==> config.mk <==
export PLATFORM = sky130hd
export DESIGN_NAME = ahb_master
export DESIGN_NICKNAME = d
export VERILOG_FILES = /design/src/rtl/ahb_pkg.sv /design/src/rtl/ahb_cmd_slot.sv /design/src/rtl/ahb_master.sv
export SDC_FILE = /design/constraint.sdc
export NUM_CORES = 1
export LEC_CHECK = 0
export ABC_AREA = 1
export CELL_PAD_IN_SITES_DETAIL_PLACEMENT = 1
export CELL_PAD_IN_SITES_GLOBAL_PLACEMENT = 1
export CORE_AREA = 2 2 135 137
export DETAILED_ROUTE_END_ITERATION = 8
export DIE_AREA = 0 0 137 139
export DONT_BUFFER_PORTS = 1
export GPL_ROUTABILITY_DRIVEN = 0
export PLACE_DENSITY = 0.82
export SLEW_MARGIN = 5
export SYNTH_ARGS = -nofsm -noshare
export SYNTH_HDL_FRONTEND = slang
export SYNTH_SLANG_ARGS = --single-unit
==> constraint.sdc <==
create_clock -name HCLK -period 5.4 [get_ports HCLK]
set_input_delay 0.54 -clock HCLK [delete_from_list [all_inputs] [get_ports HCLK]]
set_output_delay 0.54 -clock HCLK [all_outputs]
set_load 0.1 [all_outputs]
==> src/rtl/ahb_pkg.sv <==
// ahb_pkg: AHB encodings shared by the NN calculator bus master and the
// register slave on s_AHBIF, plus the master FSM state type.
package ahb_pkg;

  typedef enum logic [1:0] {
    HTRANS_IDLE   = 2'b00,
    HTRANS_BUSY   = 2'b01,
    HTRANS_NONSEQ = 2'b10,
    HTRANS_SEQ    = 2'b11
  } htrans_e;

  typedef enum logic [1:0] {
    HRESP_OKAY  = 2'b00,
    HRESP_ERROR = 2'b01,
    HRESP_RETRY = 2'b10,
    HRESP_SPLIT = 2'b11
  } hresp_e;

  localparam logic [2:0] HSIZE_WORD    = 3'b010;
  localparam logic [2:0] HBURST_SINGLE = 3'b000;

  // RUN: normal pipelining. RESP2: second cycle of ERROR/RETRY/SPLIT.
  typedef enum logic {
    MST_RUN   = 1'b0,
    MST_RESP2 = 1'b1
  } mst_state_e;

endpackage

==> src/rtl/ahb_cmd_slot.sv <==
// ahb_cmd_slot: one pipeline slot of the AHB master (address or data phase).
// Holds valid, direction, address, write data and retry count.
// Ports:
//   clk, rst          clock, async active-high reset (slot cleared)
//   load              capture ld_* and set valid (wins over clr)
//   clr               empty the slot, fields zeroed
//   ld_*              values captured on load
//   valid..cnt        current slot contents
module ahb_cmd_slot #(
  parameter int ADDR_W = 32,
  parameter int DATA_W = 32,
  parameter int CNT_W  = 3
) (
  input  logic              clk,
  input  logic              rst,
  input  logic              load,
  input  logic              clr,
  input  logic              ld_write,
  input  logic [ADDR_W-1:0] ld_addr,
  input  logic [DATA_W-1:0] ld_wdata,
  input  logic [CNT_W-1:0]  ld_cnt,
  output logic              valid,
  output logic              write,
  output logic [ADDR_W-1:0] addr,
  output logic [DATA_W-1:0] wdata,
  output logic [CNT_W-1:0]  cnt
);

  logic              valid_d, valid_q;
  logic              write_d, write_q;
  logic [ADDR_W-1:0] addr_d,  addr_q;
  logic [DATA_W-1:0] wdata_d, wdata_q;
  logic [CNT_W-1:0]  cnt_d,   cnt_q;

  always_comb begin
    valid_d = valid_q;
    write_d = write_q;
    addr_d  = addr_q;
    wdata_d = wdata_q;
    cnt_d   = cnt_q;
    if (load) begin
      valid_d = 1'b1;
      write_d = ld_write;
      addr_d  = ld_addr;
      wdata_d = ld_wdata;
      cnt_d   = ld_cnt;
    end else if (clr) begin
      valid_d = 1'b0;
      write_d = 1'b0;
      addr_d  = '0;
      wdata_d = '0;
      cnt_d   = '0;
    end
  end

  always_ff @(posedge clk or posedge rst) begin
    if (rst) begin
      valid_q <= 1'b0;
      write_q <= 1'b0;
      addr_q  <= '0;
      wdata_q <= '0;
      cnt_q   <= '0;
    end else begin
      valid_q <= valid_d;
      write_q <= write_d;
      addr_q  <= addr_d;
      wdata_q <= wdata_d;
      cnt_q   <= cnt_d;
    end
  end

  assign valid = valid_q;
  assign write = write_q;
  assign addr  = addr_q;
  assign wdata = wdata_q;
  assign cnt   = cnt_q;

endmodule

==> src/rtl/ahb_master.sv <==
// ahb_master: turns single-word read/write commands into pipelined AHB
// SINGLE/NONSEQ transfers. The next command's address phase overlaps the
// current data phase; wait states and two-cycle ERROR/RETRY/SPLIT are
// handled and one in-order response is returned per command.
// Ports:
//   HCLK, HRESET                  clock, async active-high reset
//   cmd_valid/ready/write/addr/wdata   command handshake
//   rsp_valid/rdata/err           one-cycle response pulse
//   HADDR..HWDATA                 AHB master outputs
//   HRDATA, HREADY, HRESP         AHB slave-side inputs
module ahb_master #(
  parameter int ADDR_W    = 32,
  parameter int DATA_W    = 32,
  parameter int MAX_RETRY = 4
) (
  input  logic              HCLK,
  input  logic              HRESET,
  input  logic              cmd_valid,
  output logic              cmd_ready,
  input  logic              cmd_write,
  input  logic [ADDR_W-1:0] cmd_addr,
  input  logic [DATA_W-1:0] cmd_wdata,
  output logic              rsp_valid,
  output logic [DATA_W-1:0] rsp_rdata,
  output logic              rsp_err,
  output logic [ADDR_W-1:0] HADDR,
  output logic [1:0]        HTRANS,
  output logic              HWRITE,
  output logic [2:0]        HSIZE,
  output logic [2:0]        HBURST,
  output logic [DATA_W-1:0] HWDATA,
  input  logic [DATA_W-1:0] HRDATA,
  input  logic              HREADY,
  input  logic [1:0]        HRESP
);
  import ahb_pkg::*;

  localparam int CNT_W = $clog2(MAX_RETRY + 1);

  mst_state_e        state_d, state_q;
  hresp_e            resp_kind_d, resp_kind_q;
  logic              reissue_d, reissue_q;
  logic              rsp_valid_d, rsp_valid_q;
  logic [DATA_W-1:0] rsp_rdata_d, rsp_rdata_q;
  logic              rsp_err_d, rsp_err_q;

  logic              aph_valid, aph_write;
  logic [ADDR_W-1:0] aph_addr;
  logic [DATA_W-1:0] aph_wdata;
  logic [CNT_W-1:0]  aph_cnt;
  logic              aph_ld, aph_clr;

  logic              dph_valid, dph_write;
  logic [ADDR_W-1:0] dph_addr;
  logic [DATA_W-1:0] dph_wdata;
  logic [CNT_W-1:0]  dph_cnt;
  logic              dph_ld, dph_clr;
  logic              dph_ld_write;
  logic [ADDR_W-1:0] dph_ld_addr;
  logic [DATA_W-1:0] dph_ld_wdata;
  logic [CNT_W-1:0]  dph_ld_cnt;

  logic              accept;

  // APH is "cancelled-pending" implicitly: while in RESP2 or while the DPH
  // command is being re-issued, APH is held and not driven on the bus.
  assign cmd_ready = (state_q == MST_RUN) && !reissue_q &&
                     (!aph_valid || HREADY);
  assign accept    = cmd_valid && cmd_ready;

  ahb_cmd_slot #(.ADDR_W(ADDR_W), .DATA_W(DATA_W), .CNT_W(CNT_W)) u_aph (
    .clk      (HCLK),
    .rst      (HRESET),
    .load     (aph_ld),
    .clr      (aph_clr),
    .ld_write (cmd_write),
    .ld_addr  (cmd_addr & ~ADDR_W'(3)),
    .ld_wdata (cmd_wdata),
    .ld_cnt   ('0),
    .valid    (aph_valid),
    .write    (aph_write),
    .addr     (aph_addr),
    .wdata    (aph_wdata),
    .cnt      (aph_cnt)
  );

  ahb_cmd_slot #(.ADDR_W(ADDR_W), .DATA_W(DATA_W), .CNT_W(CNT_W)) u_dph (
    .clk      (HCLK),
    .rst      (HRESET),
    .load     (dph_ld),
    .clr      (dph_clr),
    .ld_write (dph_ld_write),
    .ld_addr  (dph_ld_addr),
    .ld_wdata (dph_ld_wdata),
    .ld_cnt   (dph_ld_cnt),
    .valid    (dph_valid),
    .write    (dph_write),
    .addr     (dph_addr),
    .wdata    (dph_wdata),
    .cnt      (dph_cnt)
  );

  always_comb begin
    state_d      = state_q;
    resp_kind_d  = resp_kind_q;
    reissue_d    = reissue_q;
    rsp_valid_d  = 1'b0;
    rsp_rdata_d  = '0;
    rsp_err_d    = 1'b0;
    aph_ld       = accept;
    aph_clr      = 1'b0;
    dph_ld       = 1'b0;
    dph_clr      = 1'b0;
    dph_ld_write = aph_write;
    dph_ld_addr  = aph_addr;
    dph_ld_wdata = aph_wdata;
    dph_ld_cnt   = aph_cnt;
    case (state_q)
      MST_RUN: begin
        if (HREADY) begin
          // HRESP!=OKAY with HREADY high here is a protocol violation and
          // is deliberately treated as OKAY.
          if (reissue_q) begin
            // Re-issued address phase done; DPH now enters its data phase.
            reissue_d = 1'b0;
          end else begin
            if (dph_valid) begin
              rsp_valid_d = 1'b1;
              rsp_rdata_d = dph_write ? '0 : HRDATA;
            end
            if (aph_valid) begin
              dph_ld  = 1'b1;
              aph_clr = 1'b1;
            end else begin
              dph_clr = 1'b1;
            end
          end
        end else if (HRESP != HRESP_OKAY && dph_valid && !reissue_q) begin
          state_d     = MST_RESP2;
          resp_kind_d = hresp_e'(HRESP);
        end
      end
      MST_RESP2: begin
        if (HREADY) begin
          state_d = MST_RUN;
          if (resp_kind_q == HRESP_ERROR || dph_cnt == CNT_W'(MAX_RETRY)) begin
            rsp_valid_d = 1'b1;
            rsp_err_d   = 1'b1;
            dph_clr     = 1'b1;
          end else begin
            reissue_d    = 1'b1;
            dph_ld       = 1'b1;
            dph_ld_write = dph_write;
            dph_ld_addr  = dph_addr;
            dph_ld_wdata = dph_wdata;
            dph_ld_cnt   = dph_cnt + CNT_W'(1);
          end
        end
      end
      default: ;
    endcase
  end

  always_ff @(posedge HCLK or posedge HRESET) begin
    if (HRESET) begin
      state_q     <= MST_RUN;
      resp_kind_q <= HRESP_OKAY;
      reissue_q   <= 1'b0;
      rsp_valid_q <= 1'b0;
      rsp_rdata_q <= '0;
      rsp_err_q   <= 1'b0;
    end else begin
      state_q     <= state_d;
      resp_kind_q <= resp_kind_d;
      reissue_q   <= reissue_d;
      rsp_valid_q <= rsp_valid_d;
      rsp_rdata_q <= rsp_rdata_d;
      rsp_err_q   <= rsp_err_d;
    end
  end

  // A re-issue drives the DPH command's address; otherwise APH is driven.
  assign HTRANS = (state_q == MST_RUN && (reissue_q || aph_valid)) ?
                  HTRANS_NONSEQ : HTRANS_IDLE;
  assign HADDR  = reissue_q ? dph_addr  : aph_addr;
  assign HWRITE = reissue_q ? dph_write : aph_write;
  assign HWDATA = dph_wdata;
  assign HSIZE  = HSIZE_WORD;
  assign HBURST = HBURST_SINGLE;

  assign rsp_valid = rsp_valid_q;
  assign rsp_rdata = rsp_rdata_q;
  assign rsp_err   = rsp_err_q;

endmodule

== After elaboration in Yosys (flattened, before gate mapping) ==
Index checks and enable logic that the tools add are counted.
Storage, ports and cells
  flip-flop bits (word level): 176
  word-level logic and storage cells: 104
Cells by class
  add/sub/neg operators: 1
  equal/unequal tests: 6
  muxes and demuxes: 62
  reductions and logical operators: 17
  bitwise operators: 2
Operators by type and width (count)
  32-bit two-way mux: 18
  1-bit two-way mux: 31
  3-bit two-way mux: 7
  1-bit case mux with 2 select lines: 5
  1-bit logical AND: 6
  2-bit != test (second input constant): 3
  3-bit AND reduction: 2
  2-bit nonzero test: 3
  4-bit by 3-bit != test with 1-bit output (second input constant): 1
  3-bit by 1-bit adder with 3-bit output (second input constant): 1
  3-bit equality test (second input constant): 1
  1-bit logical OR: 3
  2-bit by 1-bit equality test with 1-bit output (second input constant): 1
  1-bit logical NOT: 2
  2-bit two-way mux: 1
  1-bit NOT: 2
  2-bit AND reduction: 1

== Logic depth before layout (Yosys ltp) ==
  word-level depth: 7
  mapped depth: 11

== Cells and area by module ==
A second synthesis with hierarchy kept.
Unflattened totals
  cells, all modules: 1076
  area, all modules: 8221.6 um^2
Modules (own cells, without submodules)
  ahb_cmd_slot: area an instance 2617.5 um^2, cells each 293, instances 2
  ahb_master: area an instance 2986.6 um^2, cells each 490, instances 1

== Worst setup path after synthesis ==
OpenSTA, ideal clock, no wires.
  path kind: register to output
  start point: register reissue_q
  end point: output port HADDR[22]
  arrival: 2.808 ns
  buffers on the path: 2
  cell stages (with the launch flop): 4
  path slack: 2.052 ns
  cells stage by stage: dfrtp_1 buf_2 clkbuf_1 o21ai_0
On the way
  longest elaborated chain between the ends: 1
Ends and longest elaborated chain
  start, declared: line ahb_master.sv:42  | logic reissue_d, reissue_q;
  start signal, assigned: line ahb_master.sv:175  | reissue_q <= reissue_d;
  32-bit two-way mux: line ahb_master.sv:185  | assign HADDR = reissue_q ? dph_addr : aph_addr;
  end, declared: line ahb_master.sv:26  | output logic [ADDR_W-1:0] HADDR,
Every way passes these cells.

== Worst setup path in the final report ==
  start point: register reissue_q
  end point: output port HADDR[31]
Same word-level chain as after synthesis.

==> report_table.html <==
<table>
<tr><th>Metric</th><th>Value</th></tr>
<tr><th colspan="2">Outcome</th></tr>
<tr><td>Outcome</td><td>completed</td></tr>
<tr><th colspan="2">STA</th></tr>
<tr><td>Final Hold Violating Endpoints</td><td>0</td></tr>
<tr><td>FMAX</td><td>354 MHz</td></tr>
<tr><td>Total count of max-transition violations in the final report</td><td>0</td></tr>
<tr><td>Headroom to the max-slew limit</td><td>23.4%</td></tr>
<tr><td>Slew at the pin closest to its max-slew limit</td><td>1.15 ns</td></tr>
<tr><td>Crit path time final</td><td>2.82 ns</td></tr>
<tr><td>Worst-case clock skew</td><td>0.0121 ns</td></tr>
<tr><td>Setup-violating endpoint count in the final report</td><td>0</td></tr>
<tr><td>Setup total negative slack</td><td>0 ns</td></tr>
<tr><td>RSZ-0062 raised after global routing</td><td>false</td></tr>
<tr><td>Period utilization</td><td>52.3%</td></tr>
<tr><th colspan="2">Yosys</th></tr>
<tr><td>Top cells by instance count after synthesis</td><td>305 x nand2_1, 169 x dfrtp_1, 98 x nand3_1</td></tr>
<tr><td>Sequential share of the synthesized area</td><td>60.9%</td></tr>
<tr><td>Cell area after synthesis</td><td>6950 um2</td></tr>
<tr><td>Portion of synthesized cell area occupied by the leading cell type</td><td>60.9%</td></tr>
<tr><td>Synthesis warning total</td><td>0</td></tr>
<tr><td>Most frequently used cell type in the post-synthesis netlist</td><td>nand2_1</td></tr>
<tr><td>Async set-or-reset flop fraction in the synthesized netlist</td><td>100%</td></tr>
<tr><td>Top post-synthesis cells by area</td><td>dfrtp_1 61%, nand2_1 16%, nand3_1 7.1%, o21ai_0 4.8%, inv_1 2.3%</td></tr>
<tr><td>Count of mapped cells out of synthesis</td><td>793</td></tr>
<tr><td>Post-synthesis register bit count</td><td>169</td></tr>
<tr><td>Number of unique standard cell types used by synthesis</td><td>23</td></tr>
<tr><td>Cell taking the most area after synthesis</td><td>dfrtp_1</td></tr>
<tr><td>Post-synth EDFFs</td><td>0</td></tr>
<tr><td>Per-instance average area after synthesis</td><td>8.76 um2</td></tr>
<tr><td>Most frequently used flop master after synthesis</td><td>dfrtp_1</td></tr>
<tr><th colspan="2">Global route</th></tr>
<tr><td>GRT Residual Overflow</td><td>0</td></tr>
<tr><td>Total routing resource utilization after global routing</td><td>19.0%</td></tr>
<tr><td>Via count of the first global-routing pass</td><td>5573</td></tr>
<tr><td>Largest net degree at the start of global routing</td><td>66</td></tr>
<tr><td>Number of antenna violations at the first check in global routing</td><td>0</td></tr>
<tr><td>Global-route wire length before repair</td><td>28.5 mm</td></tr>
<tr><th colspan="2">Detailed routing</th></tr>
<tr><td>Via count</td><td>5144</td></tr>
<tr><td>Post-detailed-route via-to-cell ratio</td><td>5.09</td></tr>
<tr><td>Initial detailed-routing violation count</td><td>191</td></tr>
<tr><td>Antenna violation net count after detailed routing</td><td>0</td></tr>
<tr><td>Drt first pass iters</td><td>4</td></tr>
<tr><td>Sum of routed wire length over all layers</td><td>17.5 mm</td></tr>
<tr><td>Routed WL per cell</td><td>17.4 um</td></tr>
<tr><td>Remaining routing DRC violations</td><td>0</td></tr>
<tr><th colspan="2">Clocking</th></tr>
<tr><td>Clock network latency to the later pin of the worst-skew pair</td><td>0.43 ns</td></tr>
<tr><td>Number of buffers added to fix hold violations after cts</td><td>0</td></tr>
<tr><td>H-tree levels</td><td>4</td></tr>
<tr><td>Clock Tree Root</td><td>clkbuf_16</td></tr>
<tr><td>TritonCTS clock tree</td><td>built</td></tr>
<tr><td>Clock sink count</td><td>169</td></tr>
<tr><td>Post-CTS sizing</td><td>0</td></tr>
<tr><td>Buffers from clock root to sink, at most</td><td>2</td></tr>
<tr><td>Clock edge transition at the registers on the reported setup and hold paths</td><td>0.07 ns</td></tr>
<tr><td>Clock buffers created by TritonCTS</td><td>17</td></tr>
<tr><td>Post-CTS setup buffer count</td><td>0</td></tr>
<tr><th colspan="2">Finish</th></tr>
<tr><td>Area growth from synthesis to layout</td><td>10.9%</td></tr>
<tr><td>Count of antenna diodes in the layout</td><td>0</td></tr>
<tr><td>Net count, final</td><td>873</td></tr>
<tr><td>Filler cells</td><td>2072</td></tr>
<tr><td>Fraction of layout cells with a size suffix above 1</td><td>10.1%</td></tr>
<tr><th colspan="2">Floorplanning</th></tr>
<tr><td>Die boundary width</td><td>137 um</td></tr>
<tr><td>Placeable core area</td><td>17700 um2</td></tr>
<tr><td>Initial standard-cell utilization of the core</td><td>39.3%</td></tr>
<tr><td>Vertical die dimension</td><td>139 um</td></tr>
<tr><td>Number of standard-cell rows in the floorplan</td><td>49</td></tr>
<tr><td>Area enclosed by the die boundary</td><td>19000 um2</td></tr>
<tr><td>Io pins</td><td>211</td></tr>
<tr><th colspan="2">Critical path</th></tr>
<tr><td>Endpoint arrival time on the critical path</td><td>2.28 ns</td></tr>
<tr><td>Largest fanout on the critical path</td><td>63</td></tr>
<tr><td>Required time reported for the critical path endpoint</td><td>4.86 ns</td></tr>
<tr><td>Startpoint-to-endpoint class of the critical path</td><td>reg2out</td></tr>
<tr><td>Type of destination of the critical path</td><td>output port</td></tr>
<tr><td>Startpoint Class</td><td>flop</td></tr>
<tr><th colspan="2">Worst hold path</th></tr>
<tr><td>HP Class</td><td>in2async</td></tr>
<tr><th colspan="2">Placed design</th></tr>
<tr><td>HPWL after DPL</td><td>10.8 mm</td></tr>
<tr><td>PortBufs</td><td>0</td></tr>
<tr><th colspan="2">Run</th></tr>
<tr><td>Number of maximum-capacitance violations</td><td>0</td></tr>
</table>
## metal layers
| metal | global-route usage, % | routed length [um] | part of all wire, % |
|---|---|---|---|
| met5 | 0 | 0 | 0 |
| met4 | 5.53 | 238 | 1.4 |
| met1 | 23.4 | 7510 | 43 |
| met3 | 6.76 | 1260 | 7.2 |
| met2 | 31.3 | 8540 | 49 |
## critical path, cell delays in order (launching register included)
cell	delay [ns]
dfrtp_2	0.42
buf_4	0.35
o21ai_2	1.02
## cell usage in the layout, fill, tap and decap left out, types with 2 or more instances in the layout
| master | netlist | routed |
|---|---|---|
| conb_1 | 2 | 9 |
| buf_4 | 9 | 9 |
| clkinv_4 | 0 | 3 |
| nand3_1 | 98 | 98 |
| o21ai_2 | 0 | 31 |
| o21ai_0 | 67 | 36 |
| dfrtp_1 | 169 | 168 |
| inv_1 | 43 | 42 |
| nand2_1 | 305 | 304 |
| clkinvlp_4 | 0 | 4 |
| nor2_1 | 35 | 34 |
| clkbuf_16 | 0 | 17 |
| ha_1 | 2 | 2 |
| inv_6 | 0 | 3 |
| clkbuf_1 | 18 | 3 |
## state kept, by name, summed over array words and instances (netlist names), 2 cells and up
signal       cells
u_aph.addr      30
u_aph.wdata     32
resp_kind_q      2
u_dph.addr      30
u_dph.wdata     32
rsp_rdata       32
u_dph.cnt        3
## per-stage QoR
step                hold slack, ns  area (um2)  cells  util (%)  setup slack, ns
detailed placement           0.459        7140    978      40.4             2.52
finish                      0.0540        7700   1010      43.6             2.58
floorplan                    0.442        6970    800         -            0.285
global route                0.0930        7700   1010      43.6             2.25
global placement             0.454        7140    978      40.4             2.62
CTS                         0.0709        7700   1010      43.6             2.50
## layout make-up
class                           count  area, um2  share of cell area, %
Timing Repair Buffer                9       67.6                  0.877
Clock inverter                     11        115                   1.49
Clock buffer                       21        450                   5.85
Inverter                           45        174                   2.26
Multi-Input combinational cell    526       2380                   30.9
Tap cell                          229        287                   3.72
Sequential cell                   169       4230                   54.9
## cell families (layout without fill, tap and decap cells)
family / after synthesis / count (layout) / share of synthesized area, %
simple gates: 441 / 441 / 25.8
flops: 169 / 169 / 60.9
buf+inv: 105 / 86 / 7.31
compound gates: 73 / 73 / 5.39
fa+ha+maj: 2 / 2 / 0.360
other cells: 2 / 9 / 0.108
xor+xnor: 1 / 1 / 0.126
## worst paths after layout
check                               startpoint              end  slack (ns)  depth (start not counted)
worst max register to register         state_q   u_aph.addr[12]        2.62                          6
min in group HCLK                    HRDATA[5]     rsp_rdata[5]        0.22                          2
worst max-delay path                 reissue_q        HADDR[31]        2.58                          2
worst min-delay path                    HRESET  u_aph.wdata[20]        0.05                          1
max in group asynchronous               HRESET   u_dph.addr[14]        4.20                          2
worst min register to register  u_aph.addr[19]   u_dph.addr[19]        0.47                          2
Power is not shown: default switching activity piles up to over one toggle a cycle in this logic, so the estimate is an artifact.
